$ cat config.mk
export PLATFORM = sky130hd
export DESIGN_NAME = mc_ctrl
export DESIGN_NICKNAME = d
export VERILOG_FILES = /design/src/rtl/mc_ctrl.sv
export SDC_FILE = /design/constraint.sdc
export NUM_CORES = 1
export LEC_CHECK = 0
export ABC_AREA = 1
export CAP_MARGIN = 20
export CORE_UTILIZATION = 45
export DETAILED_ROUTE_END_ITERATION = 16
export MAX_ROUTING_LAYER = met4
export PLACE_DENSITY = 0.8
export SYNTH_ARGS = -nofsm -noshare
export SYNTH_HDL_FRONTEND = slang
export SYNTH_SLANG_ARGS = --single-unit
$ cat constraint.sdc
create_clock -name clk -period 1.5 [get_ports clk]
set_input_delay 0.3 -clock clk [delete_from_list [all_inputs] [get_ports clk]]
set_output_delay 0.3 -clock clk [all_outputs]
set_load 0.005 [all_outputs]
$ cat src/rtl/mc_ctrl.sv
// mc_ctrl: multi-cycle MIPS main controller with a req/ack memory handshake,
// a request timeout, and sticky illegal-instruction and bus-error traps.
module mc_ctrl #(
   parameter int MEM_TIMEOUT = 16,
   parameter int TO_W        = 8
) (
   input  logic       clk,
   input  logic       resetn,
   input  logic [5:0] opcode,
   input  logic [5:0] funct,
   input  logic       mem_ack,
   output logic       mem_req,
   output logic       mem_we,
   output logic       iord,
   output logic       irwrite,
   output logic       pcwrite,
   output logic       pcwrite_cond,
   output logic       regwrite,
   output logic       regdst,
   output logic       memtoreg,
   output logic       alusrca,
   output logic [1:0] alusrcb,
   output logic [1:0] aluop,
   output logic [1:0] pcsrc,
   output logic       extop,
   output logic       retire,
   output logic       illegal,
   output logic       bus_err
);
   typedef enum logic [3:0] {
      IDLE, FETCH, DECODE, MEMADR, MEMRD, MEMWB, MEMWR,
      EXEC_R, RWB, EXEC_I, IWB, BRANCH, JUMP, TRAP
   } state_t;
   localparam logic [5:0] OP_R = 6'b000000, OP_LW = 6'b100011, OP_SW = 6'b101011;
   localparam logic [5:0] OP_ADDI = 6'b001000, OP_ORI = 6'b001101;
   localparam logic [5:0] OP_BEQ = 6'b000100, OP_J = 6'b000010;
   localparam logic [5:0] F_ADDU = 6'b100001, F_SUBU = 6'b100011;
   state_t state, state_nx;
   logic [TO_W-1:0] cnt;
   logic req_st, timeout, r_ok, is_ori, set_ill, set_bus;
   assign req_st  = (state == FETCH) || (state == MEMRD) || (state == MEMWR);
   // The wait that would make MEM_TIMEOUT unacknowledged request cycles traps instead
   assign timeout = (MEM_TIMEOUT != 0) && req_st && !mem_ack && (cnt == TO_W'(MEM_TIMEOUT - 1));
   assign r_ok    = (opcode == OP_R) && ((funct == F_ADDU) || (funct == F_SUBU));
   assign is_ori  = (opcode == OP_ORI);
   always_comb begin
      state_nx     = state;
      mem_req      = 1'b0;
      mem_we       = 1'b0;
      iord         = 1'b0;
      irwrite      = 1'b0;
      pcwrite      = 1'b0;
      pcwrite_cond = 1'b0;
      regwrite     = 1'b0;
      regdst       = 1'b0;
      memtoreg     = 1'b0;
      alusrca      = 1'b0;
      alusrcb      = 2'b00;
      aluop        = 2'b00;
      pcsrc        = 2'b00;
      extop        = 1'b0;
      retire       = 1'b0;
      set_ill      = 1'b0;
      set_bus      = 1'b0;
      case (state)
         IDLE: state_nx = FETCH;
         FETCH: begin
            mem_req  = 1'b1;
            alusrcb  = 2'b01;
            irwrite  = mem_ack;
            pcwrite  = mem_ack;
            state_nx = mem_ack ? DECODE : FETCH;
         end
         DECODE: begin
            alusrcb  = 2'b11;
            extop    = 1'b1;
            state_nx = (opcode == OP_LW || opcode == OP_SW) ? MEMADR :
                       r_ok ? EXEC_R :
                       (opcode == OP_ADDI || is_ori) ? EXEC_I :
                       (opcode == OP_BEQ) ? BRANCH :
                       (opcode == OP_J) ? JUMP : TRAP;
            set_ill  = (state_nx == TRAP);
         end
         MEMADR: begin
            alusrca  = 1'b1;
            alusrcb  = 2'b10;
            extop    = 1'b1;
            state_nx = (opcode == OP_SW) ? MEMWR : MEMRD;
         end
         MEMRD: begin
            mem_req  = 1'b1;
            iord     = 1'b1;
            state_nx = mem_ack ? MEMWB : MEMRD;
         end
         MEMWB: begin
            regwrite = 1'b1;
            memtoreg = 1'b1;
            retire   = 1'b1;
            state_nx = FETCH;
         end
         MEMWR: begin
            mem_req  = 1'b1;
            mem_we   = 1'b1;
            iord     = 1'b1;
            retire   = mem_ack;
            state_nx = mem_ack ? FETCH : MEMWR;
         end
         EXEC_R: begin
            alusrca  = 1'b1;
            aluop    = 2'b10;
            state_nx = RWB;
         end
         RWB: begin
            regwrite = 1'b1;
            regdst   = 1'b1;
            retire   = 1'b1;
            state_nx = FETCH;
         end
         EXEC_I: begin
            alusrca  = 1'b1;
            alusrcb  = 2'b10;
            aluop    = is_ori ? 2'b11 : 2'b00;
            extop    = !is_ori;
            state_nx = IWB;
         end
         IWB: begin
            regwrite = 1'b1;
            retire   = 1'b1;
            aluop    = is_ori ? 2'b11 : 2'b00;
            extop    = !is_ori;
            state_nx = FETCH;
         end
         BRANCH: begin
            alusrca      = 1'b1;
            aluop        = 2'b01;
            pcsrc        = 2'b01;
            pcwrite_cond = 1'b1;
            retire       = 1'b1;
            state_nx     = FETCH;
         end
         JUMP: begin
            pcsrc    = 2'b10;
            pcwrite  = 1'b1;
            retire   = 1'b1;
            state_nx = FETCH;
         end
         TRAP: state_nx = TRAP;
         default: state_nx = IDLE;
      endcase
      if (timeout) begin
         state_nx = TRAP;
         set_bus  = 1'b1;
      end
   end
   always_ff @(posedge clk or negedge resetn) begin
      if (!resetn) begin
         state   <= IDLE;
         cnt     <= '0;
         illegal <= 1'b0;
         bus_err <= 1'b0;
      end else begin
         state   <= state_nx;
         cnt     <= (req_st && !mem_ack) ? cnt + 1'b1 : '0;
         illegal <= illegal | set_ill;
         bus_err <= bus_err | set_bus;
      end
   end
endmodule

==> results of run 1 <==
==> kinds of logic after synthesis <==
| logic type | count (synthesis) | share of synthesized area, % |
|---|---|---|
| fa+ha+maj | 1 | 1.23 |
| flops | 14 | 34.4 |
| simple gates | 94 | 41.1 |
| compound gates | 17 | 10.9 |
| buf+inv | 32 | 12.4 |
==> stage by stage <==
step	setup TNS, ns	util, %	hold slack (ns)
2_1_floorplan	0	-	0.00441
3_3_place_gp	-5.03	79.9	0.443
3_5_place_dp	-5.84	79.9	0.456
4_1_cts	-3.07	96.1	0.409
==> what timing repair did <==
| item | in CTS |
|---|---|
| setup buffers | 28 |
| gates resized for setup | 143 |
| pin swaps | 21 |
| endpoints found under the setup margin | 19 |
| hold endpoints to repair | 0 |
==> metrics.md, run 1 <==
| Metric | Value |
|---|---|
| Outcome | `stopped before the end` |
| Stopping stage | `5_1_grt` |
| Err | `[ERROR DPL-0038] Utilization greater than 100%, impossible to legalize` |
| Primary FF master, synth | `dfrtp_1` |
| Yosys warns | `0` |
| Placed inst area | `between 1500 and 2000 um^2` |
| Synth area leader | `dfrtp_1` |
| Chip Height | `49.6 um` |
| PortBufs | `33` |
| H-tree Lvls | `1` |
| Yosys cell types | `23` |
| Mapped Avg Cell Area | `6.45 um^2` |
| Synth Register Bits | `14` |
| Dpl ws | `-0.557 ns` |
| Largest net degree at the start of global routing | `15` |
| Synth top area cells | `dfrtp_1, nor2_1, nand2_1, inv_1, nand3_1` |
| Num rows | `16` |
| Initial cell density of the core | `about 50%` |
| Gp weighted congestion | `roughly 0.87` |
| Clk buf depth | `2` |
| Synth cell count leaders | `nor2_1, nand2_1, inv_1, nand3_1, dfrtp_1` |
| Hpwl dp | `2450 um` |
| Async set or reset register ratio after synthesis | `100%` |
| Most frequent cell after synthesis | `nor2_1` |
| Synth Instances | `~160` |
| I/O Pins | `35` |
| GRT worst endpoint | `irwrite` |
| CTS Hold Bufs | `0` |
| Synth Cell Area | `a little over 1000 um^2` |
| CTS Root Buffer Type | `clkbuf_4` |
| Die W | `49.6 um` |
| Clock sink count | `14` |
| Synth Net Count | `174` |
| Part of the Yosys area used for sequential elements | `34.4%` |
| Inst Count DP | `251` |
| CTS Buf Count | `3` |
| Post-synth top area share | `34.4%` |
| Worst ep type | `output port` |
| Post-synth EDFFs | `0` |
==> run 2: changes to the inputs <==
Settings changed: CORE_AREA set to 2 2 63 65, CORE_UTILIZATION 45 to not set, DIE_AREA set to 0 0 65 67, MAX_ROUTING_LAYER met4 to not set, PLACE_DENSITY 0.8 to not set, PLACE_DENSITY_LB_ADDON set to 0.15.
==> run 2 against run 1 <==
Net effect:
- the flow now finishes, with violations (setup timing)
- synthesized cell count did not move
- synthesized area unchanged
==> metrics.md, run 2 <==
| Metric | Value |
|---|---|
| Outcome | `finished with violations` |
| Violations in the final reports | `setup timing` |
| # diodes | `0` |
| Largest net degree at the start of global routing | `15` |
| Max reg flops | `8` |
| CTS Hold Bufs | `0` |
| Final Critical Period | `1.75 ns` |
| H-tree Lvls | `1` |
| Most frequent cells in the layout | `buf_4, buf_6, nand2_1, nor2_1, inv_1` |
| Final Hold Fails | `0` |
| Hpwl dp | `roughly 2500 um` |
| Synth Cell Area | `just over 1000 um^2` |
| Most common cell after layout, fill and taps aside | `buf_4` |
| Mapped Avg Cell Area | `6.45 um^2` |
| Routed WL | `3600 um` |
| Initial cell density of the core | `between 20% and 30%` |
| CTS Buf Count | `3` |
| Crit path max fanout | `2` |
| Yosys cell types | `23` |
| Drt initial violations | `37` |
| Yosys warns | `0` |
| Worst slew pin tran | `0.206 ns` |
| Global-route wire length before repair | `5980 um` |
| Global route overflow | `0` |
| Synth top area cells | `dfrtp_1, nor2_1, nand2_1, inv_1, nand3_1` |
| # DRC | `0` |
| FILL cells | `330` |
| Chip Height | `about 67 um` |
| Synth cell count leaders | `nor2_1, nand2_1, inv_1, nand3_1, dfrtp_1` |
| Setup crit start kind | `register` |
| CTS tree | `built` |
| Worst reg2reg path depth | `12` |
| Gp weighted congestion | `0.871` |
| Top Usage Layer GRT | `met2` |
| Synth Instances | `roughly 160` |
| Num rows | `22` |
| Iteration count of the initial detailed-routing pass | `4` |
| Part of the Yosys area used for sequential elements | `34.4%` |
| Final setup margin | `-0.247 ns` |
| Largest registers | `cnt x8, state x4` |
| Clock sink count | `14` |
| Leakage power | `0.00109 uW` |
| Post-synth EDFFs | `0` |
| Max-cap violation count | `0` |
| Critical Path AT | `roughly 1.5 ns` |
| PortBufs | `33` |
| Hold Crit Class | `input port to async pin` |
| CTS Root Buffer Type | `clkbuf_8` |
| Nets | `271` |
| Post-synth top area share | `34.4%` |
| I/O Pins | `35` |
| Vias in the first global route | `1,395` |
| Clk buf depth | `2` |
| Clock insertion delay at the later pin of the skew report | `0.24 ns` |
| Final Skew | `0.000802 ns` |
| Met1 GRT Util | `18.6%` |
| Final ANT Viol Nets | `0` |
| Max VDD drop | `0.000819 V` |
| Core Box Area | `3610 um^2` |
| Fraction of layout cells with a size suffix above 1 | `53.9%` |
| Dpl ws | `-0.553 ns` |
| Die W | `~65 um` |
| Largest Register | `cnt` |
| Worst relative slew slack | `86.2%` |
| Primary FF master, synth | `dfrtp_1` |
| TNS Setup | `-2.46 ns` |
| Synth area leader | `dfrtp_1` |
| Synth Net Count | `174` |
| Met3 global-route usage | `approximately 3.2%` |
| Power per cell area | `1440 nW/um^2` |
| DR vias/cell | `around 4.5` |
| Die area | `4360 um^2` |
| Final Slew Violations | `0` |
| Final setup fails | `19` |
| Area Overhead vs Synth | `108%` |
| Vias | `1,365` |
| Grt met2 use | `a little over a third` |
| Fmax | `roughly 0.57 GHz` |
| CP endpoint kind | `output port` |
| Unrepaired setup endpoints after global routing | `true` |
| Antenna violations before repair | `0` |
| Synth Register Bits | `14` |
| CTS clk-pin slew, worst paths | `roughly 0.050 ns` |
| Async set or reset register ratio after synthesis | `100%` |
| WL/cell | `roughly 12 um` |
| Worst Setup Path Type | `register to output port` |
| GRT Util Overall | `17.8%` |
| Tcrit/Tclk final | `116%` |
| Most frequent cell after synthesis | `nor2_1` |
| WP data required | `1.20 ns` |
## run 2: timing repair
action / 4_1_cts / 5_1_grt
pin swaps: 19 / 18
gates resized for setup: 133 / 32
setup endpoints to repair: 18 / 30
buffers inserted: 25 / 9
## run 2: through the flow
stage          hold slack (ns)  util (%)  instance area, um^2  total power (uW)  std cells
4_1_cts                  0.362      55.5                 2000              2790        298
5_1_grt                  0.379      58.7                 2120              3240        302
3_3_place_gp             0.444      46.4                 1670              1880        274
2_1_floorplan          0.00441         -                 1020              1040        158
3_5_place_dp             0.449      46.4                 1670              1890        274
6_report                 0.358      58.7                 2120              3050        302
## run 2: layout make-up
| class | count | area, um^2 | share of cell area [%] |
|---|---|---|---|
| multi-input combinational | 112 | 709 | 33.5 |
| timing repair buffer | 93 | 813 | 38.4 |
| sequential | 14 | 354 | 16.7 |
| inverter | 31 | 126 | 5.97 |
| clock buffer | 4 | 55.1 | 2.60 |
| tap | 48 | 60.1 | 2.84 |
## run 2: where the power goes
part / total, uW / internal, uW / switching, uW
logic: 2170 / 1200 / 975
registers: 525 / 443 / 82.0
clock network: 355 / 232 / 123
total: 3050 / 1870 / 1180
## run 2: logic make-up after synthesis
logic type / share of synthesized area (%)
AND/OR/NAND/NOR: 41.1
buffers and inverters: 12.4
AO/OA/AOI/OAI: 10.9
flip-flops: 34.4
adder cells (fa/ha/maj): 1.23
## run 2: path summary, 6_finish.rpt
| path | startpoint | end | slack (ns) |
|---|---|---|---|
| min in group clk | illegal$_DFF_PN0_ | illegal$_DFF_PN0_ | 0.46 |
| max reg2reg | state[3]$_DFF_PN0_ | state[0]$_DFF_PN0_ | -0.24 |
| min reg2reg | illegal$_DFF_PN0_ | illegal$_DFF_PN0_ | 0.46 |
| max in group asynchronous | resetn | state[2]$_DFF_PN0_ | 0.97 |
| min | resetn | cnt[3]$_DFF_PN0_ | 0.36 |
| max | state[3]$_DFF_PN0_ | retire | -0.25 |
## run 2: worst max-delay path, stage by stage, from the launching register on
cell and delay [ns]:
dfrtp_1 0.40, inv_2 0.11, nor2_4 0.06, buf_6 0.12, a21oi_4 0.14, nand3_2 0.09
a21o_1 0.16, buf_2 0.12
## run 2: routing by layer
| layer | wire (um) | part of all wire [%] |
|---|---|---|
| met5 | 0 | 0 |
| met4 | 77 | 2.1 |
| met3 | 137 | 3.8 |
| met2 | 1960 | 55 |
| met1 | 1420 | 39 |
Power figures use the tool's default switching activity.
==> run 3: changes to the inputs <==
Settings changed: SLEW_MARGIN set to 15.
==> results of run 3 <==
No change in the layout: final DEF, timing and power equal those of run 2.
